**src/rtl/hazard_stall_if.sv**
```systemverilog
// hazard_stall_if: pipeline-side bundle between the datapath and the hazard/stall controller.
interface hazard_stall_if;
    logic [31:0] fd_ir;
    logic [31:0] dx_ir;
    logic        flush;
    logic        md_resultRDY;
    logic [31:0] md_result;
    logic        md_exception;
    logic        stall_pc;
    logic        stall_fd;
    logic        stall_dx;
    logic        nop_dx;
    logic        nop_xm;
    logic        ctrl_MULT;
    logic        ctrl_DIV;
    logic [31:0] pw_result;
    logic        pw_exception;
    logic        pw_valid;
    logic        md_busy;

    modport master (
        output fd_ir, dx_ir, flush, md_resultRDY, md_result, md_exception,
        input  stall_pc, stall_fd, stall_dx, nop_dx, nop_xm, ctrl_MULT, ctrl_DIV,
               pw_result, pw_exception, pw_valid, md_busy
    );

    modport slave (
        input  fd_ir, dx_ir, flush, md_resultRDY, md_result, md_exception,
        output stall_pc, stall_fd, stall_dx, nop_dx, nop_xm, ctrl_MULT, ctrl_DIV,
               pw_result, pw_exception, pw_valid, md_busy
    );
endinterface

```
**src/rtl/hazard_stall.sv**
```systemverilog
// hazard_stall: load-use stall detection and mult/div sequencing with a P/W result holding register.
// Optional HAZARD_MD_TIMEOUT_EN adds a 64-cycle BUSY watchdog that retires with an exception.
module hazard_stall (
    input logic           clock,
    input logic           reset,
    hazard_stall_if.slave bus
);
    typedef enum logic [1:0] {IDLE, BUSY, DONE} state_t;

    state_t      stateQ, stateD;
    logic [4:0]  fdOp, fdRd, fdRs, fdRt, dxOp, dxRd, dxAlu;
    logic        dxIsMd, loadUse, start, hold, finish, timeout;
    logic [31:0] pwResult;
    logic        pwException;
    logic        unusedBits;

    assign fdOp  = bus.fd_ir[31:27];
    assign fdRd  = bus.fd_ir[26:22];
    assign fdRs  = bus.fd_ir[21:17];
    assign fdRt  = bus.fd_ir[16:12];
    assign dxOp  = bus.dx_ir[31:27];
    assign dxRd  = bus.dx_ir[26:22];
    assign dxAlu = bus.dx_ir[6:2];
    assign unusedBits = ^{bus.fd_ir[11:0], bus.dx_ir[21:7], bus.dx_ir[1:0]};

    assign dxIsMd = dxOp == 5'b00000 && dxAlu[4:1] == 4'b0011;

    // sw is left out of the rd readers: its store data is bypassed in memory
    assign loadUse = stateQ == IDLE && !bus.flush && dxOp == 5'b01000 && dxRd != 5'd0 &&
                     (fdRs == dxRd || (fdOp == 5'b00000 && fdRt == dxRd) ||
                      ((fdOp == 5'b00010 || fdOp == 5'b00110 || fdOp == 5'b00100) && fdRd == dxRd));

    always_comb begin
        start  = stateQ == IDLE && dxIsMd;
        hold   = start || stateQ == BUSY;
        finish = stateQ == BUSY && (bus.md_resultRDY || timeout);
        stateD = start ? BUSY : finish ? DONE : stateQ == DONE ? IDLE : stateQ;
    end

    always_ff @(posedge clock)
        stateQ <= reset ? IDLE : stateD;

`ifdef HAZARD_MD_TIMEOUT_EN
    logic [5:0] busyCount;

    assign timeout = busyCount == 6'd63;

    always_ff @(posedge clock)
        busyCount <= (reset || start) ? 6'd0 : stateQ == BUSY ? busyCount + 6'd1 : busyCount;
`else
    assign timeout = 1'b0;
`endif

    // a real result beats the watchdog when both land in the same cycle
    always_ff @(posedge clock)
        if (reset)
            {pwResult, pwException} <= '0;
        else if (finish)
            {pwResult, pwException} <= bus.md_resultRDY ? {bus.md_result, bus.md_exception} : {32'd0, 1'b1};

    assign bus.stall_pc     = hold || loadUse;
    assign bus.stall_fd     = hold || loadUse;
    assign bus.stall_dx     = hold;
    assign bus.nop_dx       = loadUse;
    assign bus.nop_xm       = hold;
    assign bus.ctrl_MULT    = start && !dxAlu[0];
    assign bus.ctrl_DIV     = start && dxAlu[0];
    assign bus.pw_result    = pwResult;
    assign bus.pw_exception = pwException;
    assign bus.pw_valid     = stateQ == DONE;
    assign bus.md_busy      = stateQ != IDLE;
endmodule

```
**src/flat_wrapper.sv**
```systemverilog
// flat-port wrapper written by rule: the top's interface ports become plain ports
module hazard_stall_flat 
  (clock, reset, bus_fd_ir, bus_dx_ir, bus_flush, bus_md_resultRDY, bus_md_result, bus_md_exception, bus_stall_pc, bus_stall_fd, bus_stall_dx, bus_nop_dx, bus_nop_xm, bus_ctrl_MULT, bus_ctrl_DIV, bus_pw_result, bus_pw_exception, bus_pw_valid, bus_md_busy);
  hazard_stall_if bus_i ();
  input logic clock;
  input logic reset;
  input wire logic [$bits(bus_i.fd_ir)-1:0] bus_fd_ir;
  input wire logic [$bits(bus_i.dx_ir)-1:0] bus_dx_ir;
  input wire logic [$bits(bus_i.flush)-1:0] bus_flush;
  input wire logic [$bits(bus_i.md_resultRDY)-1:0] bus_md_resultRDY;
  input wire logic [$bits(bus_i.md_result)-1:0] bus_md_result;
  input wire logic [$bits(bus_i.md_exception)-1:0] bus_md_exception;
  output wire logic [$bits(bus_i.stall_pc)-1:0] bus_stall_pc;
  output wire logic [$bits(bus_i.stall_fd)-1:0] bus_stall_fd;
  output wire logic [$bits(bus_i.stall_dx)-1:0] bus_stall_dx;
  output wire logic [$bits(bus_i.nop_dx)-1:0] bus_nop_dx;
  output wire logic [$bits(bus_i.nop_xm)-1:0] bus_nop_xm;
  output wire logic [$bits(bus_i.ctrl_MULT)-1:0] bus_ctrl_MULT;
  output wire logic [$bits(bus_i.ctrl_DIV)-1:0] bus_ctrl_DIV;
  output wire logic [$bits(bus_i.pw_result)-1:0] bus_pw_result;
  output wire logic [$bits(bus_i.pw_exception)-1:0] bus_pw_exception;
  output wire logic [$bits(bus_i.pw_valid)-1:0] bus_pw_valid;
  output wire logic [$bits(bus_i.md_busy)-1:0] bus_md_busy;
  assign bus_i.fd_ir = bus_fd_ir;
  assign bus_i.dx_ir = bus_dx_ir;
  assign bus_i.flush = bus_flush;
  assign bus_i.md_resultRDY = bus_md_resultRDY;
  assign bus_i.md_result = bus_md_result;
  assign bus_i.md_exception = bus_md_exception;
  assign bus_stall_pc = bus_i.stall_pc;
  assign bus_stall_fd = bus_i.stall_fd;
  assign bus_stall_dx = bus_i.stall_dx;
  assign bus_nop_dx = bus_i.nop_dx;
  assign bus_nop_xm = bus_i.nop_xm;
  assign bus_ctrl_MULT = bus_i.ctrl_MULT;
  assign bus_ctrl_DIV = bus_i.ctrl_DIV;
  assign bus_pw_result = bus_i.pw_result;
  assign bus_pw_exception = bus_i.pw_exception;
  assign bus_pw_valid = bus_i.pw_valid;
  assign bus_md_busy = bus_i.md_busy;
  hazard_stall u_core (.clock(clock), .reset(reset), .bus(bus_i));
endmodule
```
**config.mk**
```make
export PLATFORM = sky130hd
export DESIGN_NAME = hazard_stall_flat
export DESIGN_NICKNAME = d
export VERILOG_FILES = /design/src/rtl/hazard_stall_if.sv /design/src/rtl/hazard_stall.sv /design/src/flat_wrapper.sv
export SDC_FILE = /design/constraint.sdc
export NUM_CORES = 1
export LEC_CHECK = 0
export ABC_AREA = 0
export CELL_PAD_IN_SITES_DETAIL_PLACEMENT = 1
export CELL_PAD_IN_SITES_GLOBAL_PLACEMENT = 1
export CORE_MARGIN = 2
export CORE_UTILIZATION = 19
export DETAILED_ROUTE_END_ITERATION = 12
export GPL_TIMING_DRIVEN = 0
export PLACE_DENSITY = 0.84
export SLEW_MARGIN = 40
export SYNTH_ARGS = -nofsm -noshare
export SYNTH_HDL_FRONTEND = slang
export SYNTH_SLANG_ARGS = --single-unit
```
**constraint.sdc**
```tcl
create_clock -name clock -period 1.95 [get_ports clock]
set_input_delay 0.2925 -clock clock [delete_from_list [all_inputs] [get_ports clock]]
set_output_delay 0.2925 -clock clock [all_outputs]
set_load 0.01 [all_outputs]
```
==> results of run 1 <==
[critical path, delay by kind of cell]
family | cells | cell delay, ps
AND/OR/NAND/NOR | 3 | 370
AO/OA/AOI/OAI | 2 | 290
buffers and inverters | 4 | 850
[cells by family after synthesis]
family | count (synthesis) | synth area share
and+or+nand+nor | 90 | 0.2586
AOI/OAI and AO/OA | 39 | 0.1381
DFF | 35 | 0.4686
buffers and inverters | 16 | 0.04686
xor gates and xnor gates | 15 | 0.08787
[worst max path at each step]
stage / to / slack, ps / depth (start not counted)
after CTS: bus_stall_pc / -200 / 8
after global routing: bus_stall_pc / -220 / 8
after global placement: bus_stall_pc / -810 / 8
after detailed placement: bus_stall_pc / -830 / 8
final: bus_stall_pc / -140 / 9
after floorplan: bus_stall_pc / 80 / 6
[power groups by stage]
stage	Clock, µW	Combinational, µW	Sequential (µW)
final	633	215	713
after global routing	687	233	713
after CTS	664	217	713
after detailed placement	0	212	731
after global placement	0	208	731
after floorplan	0	48.1	732
[cells in the mapped netlist, drive strengths merged, types with 2 or more instances]
master  instances
nor4            2
nor3            3
nor2            5
xnor2          15
buf             4
or2             2
nand2          68
o21ai           2
clkbuf          9
a21oi          34
dfxtp          35
inv             3
or3             2
nand3           3
[routing by layer]
layer,part of all wire,wire length [µm]
met1,0.38,2135
met2,0.51,2847
met3,0.11,593
met4,0.0029,16
met5,0,0
[final cells by class]
| cell class | instances | area, µm² | share of cell area |
|---|---|---|---|
| clock inverter | 1 | 30.03 | 0.01017 |
| buffer | 13 | 62.56 | 0.02119 |
| sequential | 35 | 705.7 | 0.2390 |
| multi-input combinational | 144 | 794.5 | 0.2691 |
| tap | 102 | 127.6 | 0.04322 |
| clock buffer | 6 | 72.57 | 0.02458 |
| inverter | 3 | 11.26 | 0.003814 |
| timing repair buffer | 119 | 1149 | 0.3890 |
[flip-flops by register name, indices dropped and copies added (netlist names)]
signal                   count
u_core.bus.pw_exception      1
u_core.bus.pw_result        32
u_core.stateQ                2
[metrics by stage]
stage / power (µW) / instances / hold slack, ps / area [µm²]
final: 1561 / 423 / 391.7 / 2953
after CTS: 1593 / 421 / 391.7 / 2932
after detailed placement: 943.7 / 409 / 449.9 / 2744
after global placement: 939.0 / 409 / 440.4 / 2744
after floorplan: 779.7 / 195 / 428.5 / 1495
after global routing: 1634 / 423 / 420.0 / 2953
[timing repair]
action | in CTS | in global routing
gates resized for setup | 51 | 14
setup endpoints to repair | 7 | 6
pin swaps | 5 | 11
buffers inserted | 5 | 2
cloned | 0 | 0
==> metrics.cfg, run 1 <==
[synth]
ys.flop_type = dfxtp_1
yosysTopAreaCell = dfxtp_1
synth_edf_count = 0
ys_seq_elements = 35
synthArstFlopShare = 0
avgSynthCellArea_um2 = 7.668
ys_seq_area_frac = 0.4686
synth_top_cell_area_share = 0.4686
netlist_instances = 195
synthesis.nets = 296
ys_warn_count = 0
syn_area_um2 = 1495
synthTopCellsByArea = dfxtp_1, nand2_1, a21oi_1, xnor2_1, clkbuf_1
ys_types = 27

[sta]
setup_viol = 5
tightest_slew_ps = 473.3
timing.final.crit_share = 1.071
timing.fmax_mhz = 478.9
fin_ws_ps = -138.3
min_period_ps = 2088
finalSetupTns_ps = -393.7
rsz0062_at_grt = yes
timing_hold_violations_final = 0
maxSlewHeadroom = 0.6845
drv_slew = 0
fin_worst_skew_ps = 7.839

[placement]
hpwl_um = 4228
gp_congestion = 0.7069
port_buffers = 112
pre_cts_ws_ps = -830.4

[setup_path]
r2r_slack_ps = 300
timing.rr.start = u_core.stateQ[0]$_SDFFE_PP0P_
crit_type = input port to output pin
critical_path.max_fanout = 2
cpPeakStageDelay_ps = 470
reg2regPathDepth = 7
cp_data_arrival_time_ps = 1800
cpMostUsedCell = buf_4
cpMaxStageDelayCell = clkdlybuf4s50_1
crit_start = bus_fd_ir[31]
critPathRequiredTime_ps = 1660
timing.rr.end = u_core.bus.pw_result[10]$_SDFFE_PP0P_
startpoint_type = input port
worstPathCellList = clkdlybuf4s50_1, nor3_2, buf_4, nand3_1, o22ai_1, o21a_1, or2_1, buf_4, buf_6
cp-end-kind = output pin

[global_routing]
antenna_found_initial = 0
grt_first_pass_wirelength_um = 9087
gr-usage-met2 = 0.2451
grt_usage = 0.1323
grt_max_degree = 11
busiest_layer = met2
grt_pass1_vias = 1916
gr-usage-met3 = 0.05940
grt_use_met1 = 0.1383
gr-total-overflow = 0

[detailed_routing]
drc = 0
viasPerCell = 4.175
ant_nets = 0
vias = 1766
wl_per_cell_um = 13.22
dr.pass1.iters = 4
routed_wl_um = 5592
first_iter_violations = 17

[final_layout]
areaGrowthSynthToFinish_pct = 97.49
final_common_cell = clkdlybuf4s50_1
antennaDiodeCount = 0
num-fill-cells = 914
drive_above_1_share = 0.1246
nets = 422
layout_common_cells = clkdlybuf4s50_1, nand2_1, a21oi_1
post-route-util = 0.3841

[run]
drv_cap = 0

[clock_tree]
numCtsBuffers = 5
clk_pin_slew_ps = 70
cts_hold_buf = 0
clockBufferDepth = 2
cts_tree = done
clock_sinks = 35
insertion_delay_ps = 280
clock-root-buffer = clkbuf_8
htreeDepth = 2

[min_path]
hold_end = u_core.bus.pw_result[25]$_SDFFE_PP0P_
holdPathStages = 2
hp-class = input port to flop
min_from = reset

[power_and_ir_drop]
p_switching_uw = 326.6
p_per_area_nw_per_um2 = 528.8
switching_share = 0.2092
p_seq_frac = 0.457
power_frac_clock = 0.405
leakagePower_uw = 0.001060
power_frac_comb = 0.138
ir_drop_v = 0.0003264
intPower_uw = 1235

[floorplan]
coreArea_um2 = 7687
die-area_um2 = 8595
rows = 32
start_util = 0.1945
die_y_um = 92.71
die_width_um = 92.71
num_io_pins = 143

[status]
failed_checks = setup timing
status = finished with violations

No activity file was read; power rests on OpenSTA's default activity.
==> run 2, diff against run 1 <==
- RECOVER_POWER: not set -> 25
==> run 2 against run 1 <==
The run still ends with setup timing left. Die area is the same. Cell area is the same. Critical path depth unchanged. Clock skew unchanged. Power is essentially flat. Clock-buffer cell count is the same. Cell count unchanged. Worst hold slack unchanged. Critical path type unchanged. Critical endpoint unchanged.
==> metrics.cfg, run 2 (synthesized netlist as in run 1, its figures left out) <==
[power_and_ir_drop]
p_switching_uw = 326.6  ; about the same
leakagePower_uw = 0.001060  ; about the same
fin_total_pwr_uw = 1561  ; about the same
p_seq_frac = 0.457  ; about the same
power_frac_clock = 0.405  ; about the same
ir_drop_v = 0.0003264  ; unchanged
p_per_area_nw_per_um2 = 528.8  ; about the same
intPower_uw = 1235  ; unchanged
switching_share = 0.2092  ; about the same
power_frac_comb = 0.138  ; about the same

[final_layout]
largest_register_ffs = 32  ; unchanged
nets = 422  ; unchanged
num-fill-cells = 914  ; unchanged
layout_common_cells = clkdlybuf4s50_1, nand2_1, a21oi_1  ; unchanged
areaGrowthSynthToFinish_pct = 97.49  ; unchanged
final_common_cell = clkdlybuf4s50_1  ; unchanged
drive_above_1_share = 0.1215  ; was 0.1246
fin_cells = 423  ; unchanged
antennaDiodeCount = 0  ; unchanged

[floorplan]
die-area_um2 = 8595  ; unchanged
coreArea_um2 = 7687  ; unchanged
die_width_um = 92.71  ; unchanged
rows = 32  ; unchanged
num_io_pins = 143  ; unchanged
start_util = 0.1945  ; unchanged
die_y_um = 92.71  ; unchanged

[clock_tree]
clockBufferDepth = 2  ; unchanged
insertion_delay_ps = 280  ; about the same
clock-root-buffer = clkbuf_8  ; unchanged
cts_hold_buf = 0  ; unchanged
numCtsBuffers = 5  ; unchanged
cts_tree = done  ; unchanged
clock_sinks = 35  ; unchanged
htreeDepth = 2  ; unchanged
clk_pin_slew_ps = 70  ; about the same

[setup_path]
critPathRequiredTime_ps = 1660  ; about the same
reg2regPathDepth = 7  ; unchanged
cp-end-kind = output pin  ; unchanged
startpoint_type = input port  ; unchanged
cp_data_arrival_time_ps = 1800  ; about the same
critical_path.max_fanout = 2  ; unchanged
crit_type = input port to output pin  ; unchanged

[placement]
hpwl_um = 4228  ; unchanged
port_buffers = 112  ; unchanged
pre_cts_ws_ps = -830.4  ; unchanged
gp_congestion = 0.7069  ; unchanged
dp_cells = 409  ; unchanged

[global_routing]
grt_usage = 0.1323  ; unchanged
antenna_found_initial = 0  ; unchanged
grt_max_degree = 11  ; unchanged
gr-total-overflow = 0  ; unchanged
grt_pass1_vias = 1916  ; unchanged
grt_first_pass_wirelength_um = 9087  ; unchanged

[detailed_routing]
dr.pass1.iters = 4  ; unchanged
viasPerCell = 4.175  ; unchanged
ant_nets = 0  ; unchanged
drc = 0  ; unchanged
vias = 1766  ; unchanged
routed_wl_um = 5592  ; unchanged
wl_per_cell_um = 13.22  ; unchanged
first_iter_violations = 17  ; unchanged

[sta]
finalSetupTns_ps = -395.0  ; was -393.7 ps
timing_hold_violations_final = 0  ; unchanged
timing.final.crit_share = 1.071  ; unchanged
tightest_slew_ps = 473.3  ; unchanged
setup_viol = 5  ; unchanged
fin_ws_ps = -138.3  ; unchanged
rsz0062_at_grt = yes  ; unchanged
maxSlewHeadroom = 0.6845  ; unchanged
fin_worst_skew_ps = 7.839  ; unchanged
min_period_ps = 2088  ; unchanged
drv_slew = 0  ; unchanged
timing.fmax_mhz = 478.9  ; unchanged

[run]
drv_cap = 0  ; unchanged

[status]
failed_checks = setup timing  ; unchanged
status = finished with violations  ; unchanged

[min_path]
hp-class = input port to flop  ; unchanged
holdPathStages = 2  ; unchanged

[run 2: repair_timing]
action | CTS | global route
pin swaps | 5 | 11
setup buffers | 5 | 2
resized for setup | 51 | 14
endpoints found under the setup margin | 7 | 6
[run 2: final cells by class]
cell class	instances	area, µm²	area share
clock inverters	1	30.03	0.01017
clock buffers	6	72.57	0.02458
flip-flops and latches	35	705.7	0.2390
repair buffers	119	1149	0.3890
well taps	102	127.6	0.04322
multi-input cells	144	794.5	0.2691
plain buffers	13	62.56	0.02119
inverters	3	11.26	0.003814
[run 2: final timing paths]
kind / start / end / slack (ps)
worst max-delay path: bus_fd_ir[31] / bus_stall_pc / -140
worst min-delay path: reset / u_core.bus.pw_result[25]$_SDFFE_PP0P_ / 390
worst max register to register: u_core.stateQ[0]$_SDFFE_PP0P_ / u_core.bus.pw_result[10]$_SDFFE_PP0P_ / 220
worst min register to register: u_core.bus.pw_result[20]$_SDFFE_PP0P_ / u_core.bus.pw_result[20]$_SDFFE_PP0P_ / 450
[run 2: per-layer routing]
layer  global-route usage  share of wire  vias up
met2               0.2451           0.51       69
li1                     -              -      881
met5                    0              0        -
met3              0.05940           0.11        4
met1               0.1383           0.38      812
met4              0.02574         0.0029        0
[run 2: per-stage QoR]
step	hold WS (ps)	util	area, µm²
after global routing	420.0	0.3841	2953
final	391.7	0.3841	2953
after CTS	391.7	0.3813	2932
after detailed placement	449.9	0.3569	2744
after global placement	440.4	0.3569	2744
after floorplan	428.5	-	1495
[run 2: power groups by stage]
| stage | Combinational, µW | Clock, µW | Sequential [µW] |
|---|---|---|---|
| 3_5_place_dp | 212 | 0 | 731 |
| 6_report | 215 | 633 | 713 |
| 2_1_floorplan | 48.1 | 0 | 732 |
| 5_1_grt | 233 | 687 | 713 |
| 3_3_place_gp | 208 | 0 | 731 |
| 4_1_cts | 217 | 664 | 713 |
[run 2: worst max-delay path, stage by stage]
cell	delay, ps
clkdlybuf4s50_1	470
nor3_2	50
buf_4	130
nand3_1	70
o22ai_1	90
o21a_1	200
or2_1	250
buf_4	140
buf_6	110
==> run 3, diff against run 2 <==
- CORE_ASPECT_RATIO: not set -> 1.25
==> run 3 against run 2 <==
The flow still finishes with violations (setup timing). Critical endpoint unchanged. Setup slack worse by 1.5 ps. Utilization shrank 1.3 points. Clock power down 19%.
==> metrics.cfg, run 3 (synthesized netlist as in run 1, its figures left out) <==
[status]
status = finished with violations  ; unchanged
failed_checks = setup timing  ; unchanged

[floorplan]
rows = 36  ; was 32
die_width_um = 83.35  ; was 92.71 µm
die_y_um = 103.2  ; was 92.71 µm
num_io_pins = 143  ; unchanged
start_util = 0.1941  ; was 0.1945
die-area_um2 = 8600  ; was 8595 µm²
coreArea_um2 = 7702  ; was 7687 µm²

[sta]
rsz0062_at_grt = yes  ; unchanged
min_period_ps = 2090  ; was 2088 ps
finalSetupTns_ps = -579.8  ; was -395.0 ps
timing.fmax_mhz = 478.5  ; was 478.9 MHz
timing.final.crit_share = 1.072  ; was 1.071
timing_hold_violations_final = 0  ; unchanged
setup_viol = 6  ; was 5
fin_ws_ps = -139.8  ; was -138.3 ps
maxSlewHeadroom = 0.6731  ; was 0.6845
tightest_slew_ps = 490.3  ; was 473.3 ps
drv_slew = 0  ; unchanged
fin_worst_skew_ps = 7.429  ; was 7.839 ps

[global_routing]
grt_max_degree = 12  ; was 11
antenna_found_initial = 0  ; unchanged
grt_first_pass_wirelength_um = 9363  ; was 9087 µm
grt_usage = 0.1358  ; was 0.1323
gr-total-overflow = 0  ; unchanged
grt_pass1_vias = 1944  ; was 1916

[power_and_ir_drop]
intPower_uw = 1103  ; was 1235 µW
power_frac_clock = 0.358  ; was 0.405
fin_total_pwr_uw = 1434  ; was 1561 µW
p_switching_uw = 330.7  ; was 326.6 µW
p_seq_frac = 0.497  ; was 0.457
leakagePower_uw = 0.001036  ; was 0.001060 µW
power_frac_comb = 0.145  ; was 0.138
ir_drop_v = 0.0003297  ; was 0.0003264 V
p_per_area_nw_per_um2 = 501.2  ; was 528.8 nW/µm²
switching_share = 0.2306  ; was 0.2092

[final_layout]
num-fill-cells = 936  ; was 914
antennaDiodeCount = 0  ; unchanged
drive_above_1_share = 0.1097  ; was 0.1215
layout_common_cells = clkdlybuf4s50_1, nand2_1, a21oi_1  ; unchanged
final_common_cell = clkdlybuf4s50_1  ; unchanged
post-route-util = 0.3715  ; was 0.3841
multiInputGateArea_um2 = 768.2  ; was 794.5 µm²
largest_register_ffs = 32  ; unchanged
seqCellArea_um2 = 705.7  ; unchanged
areaGrowthSynthToFinish_pct = 91.38  ; was 97.49%
nets = 419  ; was 422

[run]
drv_cap = 0  ; unchanged

[detailed_routing]
met3_length_um = 475  ; was 593 µm
wl_per_cell_um = 14.06  ; was 13.22 µm
ant_nets = 0  ; unchanged
wl_met2_um = 3062  ; was 2847 µm
first_iter_violations = 34  ; was 17
drt-met1-wl_um = 2242  ; was 2134 µm
top_layer = met4  ; unchanged
vias = 1780  ; was 1766
drc = 0  ; unchanged
routed_wl_um = 5820  ; was 5592 µm
dr.pass1.iters = 4  ; unchanged
viasPerCell = 4.300  ; was 4.175

[clock_tree]
clk_pin_slew_ps = 80  ; was 70 ps
numCtsBuffers = 5  ; unchanged
insertion_delay_ps = 280  ; about the same
cts_hold_buf = 0  ; unchanged
clock_sinks = 35  ; unchanged
clockBufferDepth = 2  ; unchanged
clock-root-buffer = clkbuf_8  ; unchanged
cts_tree = done  ; unchanged
htreeDepth = 2  ; unchanged

[setup_path]
worstPathCellList = or2_4, nand2b_4, or3_4, o21ai_4, or2_1, buf_4, buf_6  ; was clkdlybuf4s50_1, nor3_2, buf_4, nand3_1, o22ai_1, o21a_1, or2_1, buf_4, buf_6
startpoint_type = flop  ; was input port
crit_type = flop to output pin  ; was input port to output pin
cpPeakStageDelay_ps = 360  ; was 470 ps
cp-end-kind = output pin  ; unchanged
critical_path.max_fanout = 3  ; was 2
critPathRequiredTime_ps = 1660  ; about the same
cpMaxStageDelayCell = or3_4  ; was clkdlybuf4s50_1
cp_data_arrival_time_ps = 1800  ; about the same

[placement]
port_buffers = 112  ; unchanged
gp_congestion = 0.8291  ; was 0.7069
pre_cts_ws_ps = -856.0  ; was -830.4 ps
hpwl_um = 4552  ; was 4228 µm

[min_path]
hp-class = input port to flop  ; unchanged

run 3: path summary, 6_finish.rpt:
kind | startpoint | end | slack (ps) | cells after the start
worst max-delay path | u_core.stateQ[1]$_SDFFE_PP0P_ | bus_stall_pc | -140 | 7
worst min-delay path | reset | u_core.bus.pw_result[25]$_SDFFE_PP0P_ | 410 | 2
worst max register to register | u_core.stateQ[1]$_SDFFE_PP0P_ | u_core.bus.pw_result[21]$_SDFFE_PP0P_ | 290 | 6
worst min register to register | u_core.bus.pw_result[11]$_SDFFE_PP0P_ | u_core.bus.pw_result[11]$_SDFFE_PP0P_ | 450 | 2
run 3: timing repair:
action	CTS	global route
gates cloned	0	0
gates resized for setup	63	2
pin swaps	11	2
buffers inserted	4	1
setup endpoints to repair	7	7
run 3: per-layer routing:
| layer | GRT usage | vias up |
|---|---|---|
| li1 | - | 878 |
| met1 | 0.1399 | 821 |
| met2 | 0.2649 | 77 |
| met3 | 0.04683 | 4 |
| met4 | 0.03405 | 0 |
| met5 | 0 | - |
run 3: power by group through the flow:
stage                     logic [µW]  registers [µW]  clock network, µW
after detailed placement         215             731                  0
after CTS                        210             713                538
after global routing             223             713                579
after global placement           210             731                  0
after floorplan                 48.1             732                  0
final                            208             713                513
run 3: final cells by class:
type                       count  share of cell area
clock buffer                   6             0.02536
multi-input combinational    144              0.2685
timing repair buffer         117              0.3918
sequential                    35              0.2466
buffer                        12             0.01793
tap                           95             0.04154
inverter                       3            0.003935
clock inverter                 2            0.004373
run 3: critical path, delay by kind of cell, from the launching register on:
| family | cells | cell delay, ps |
|---|---|---|
| buffers and inverters | 2 | 200 |
| DFF | 1 | 350 |
| AOI/OAI and AO/OA | 1 | 80 |
| and+or+nand+nor | 4 | 890 |
run 3: metrics by stage:
step / instances / hold WS (ps) / cell area, µm²
2_1_floorplan: 195 / 428.5 / 1495
3_3_place_gp: 402 / 441.9 / 2735
3_5_place_dp: 402 / 448.6 / 2735
4_1_cts: 414 / 405.7 / 2860
5_1_grt: 414 / 463.7 / 2861
6_report: 414 / 406.0 / 2861
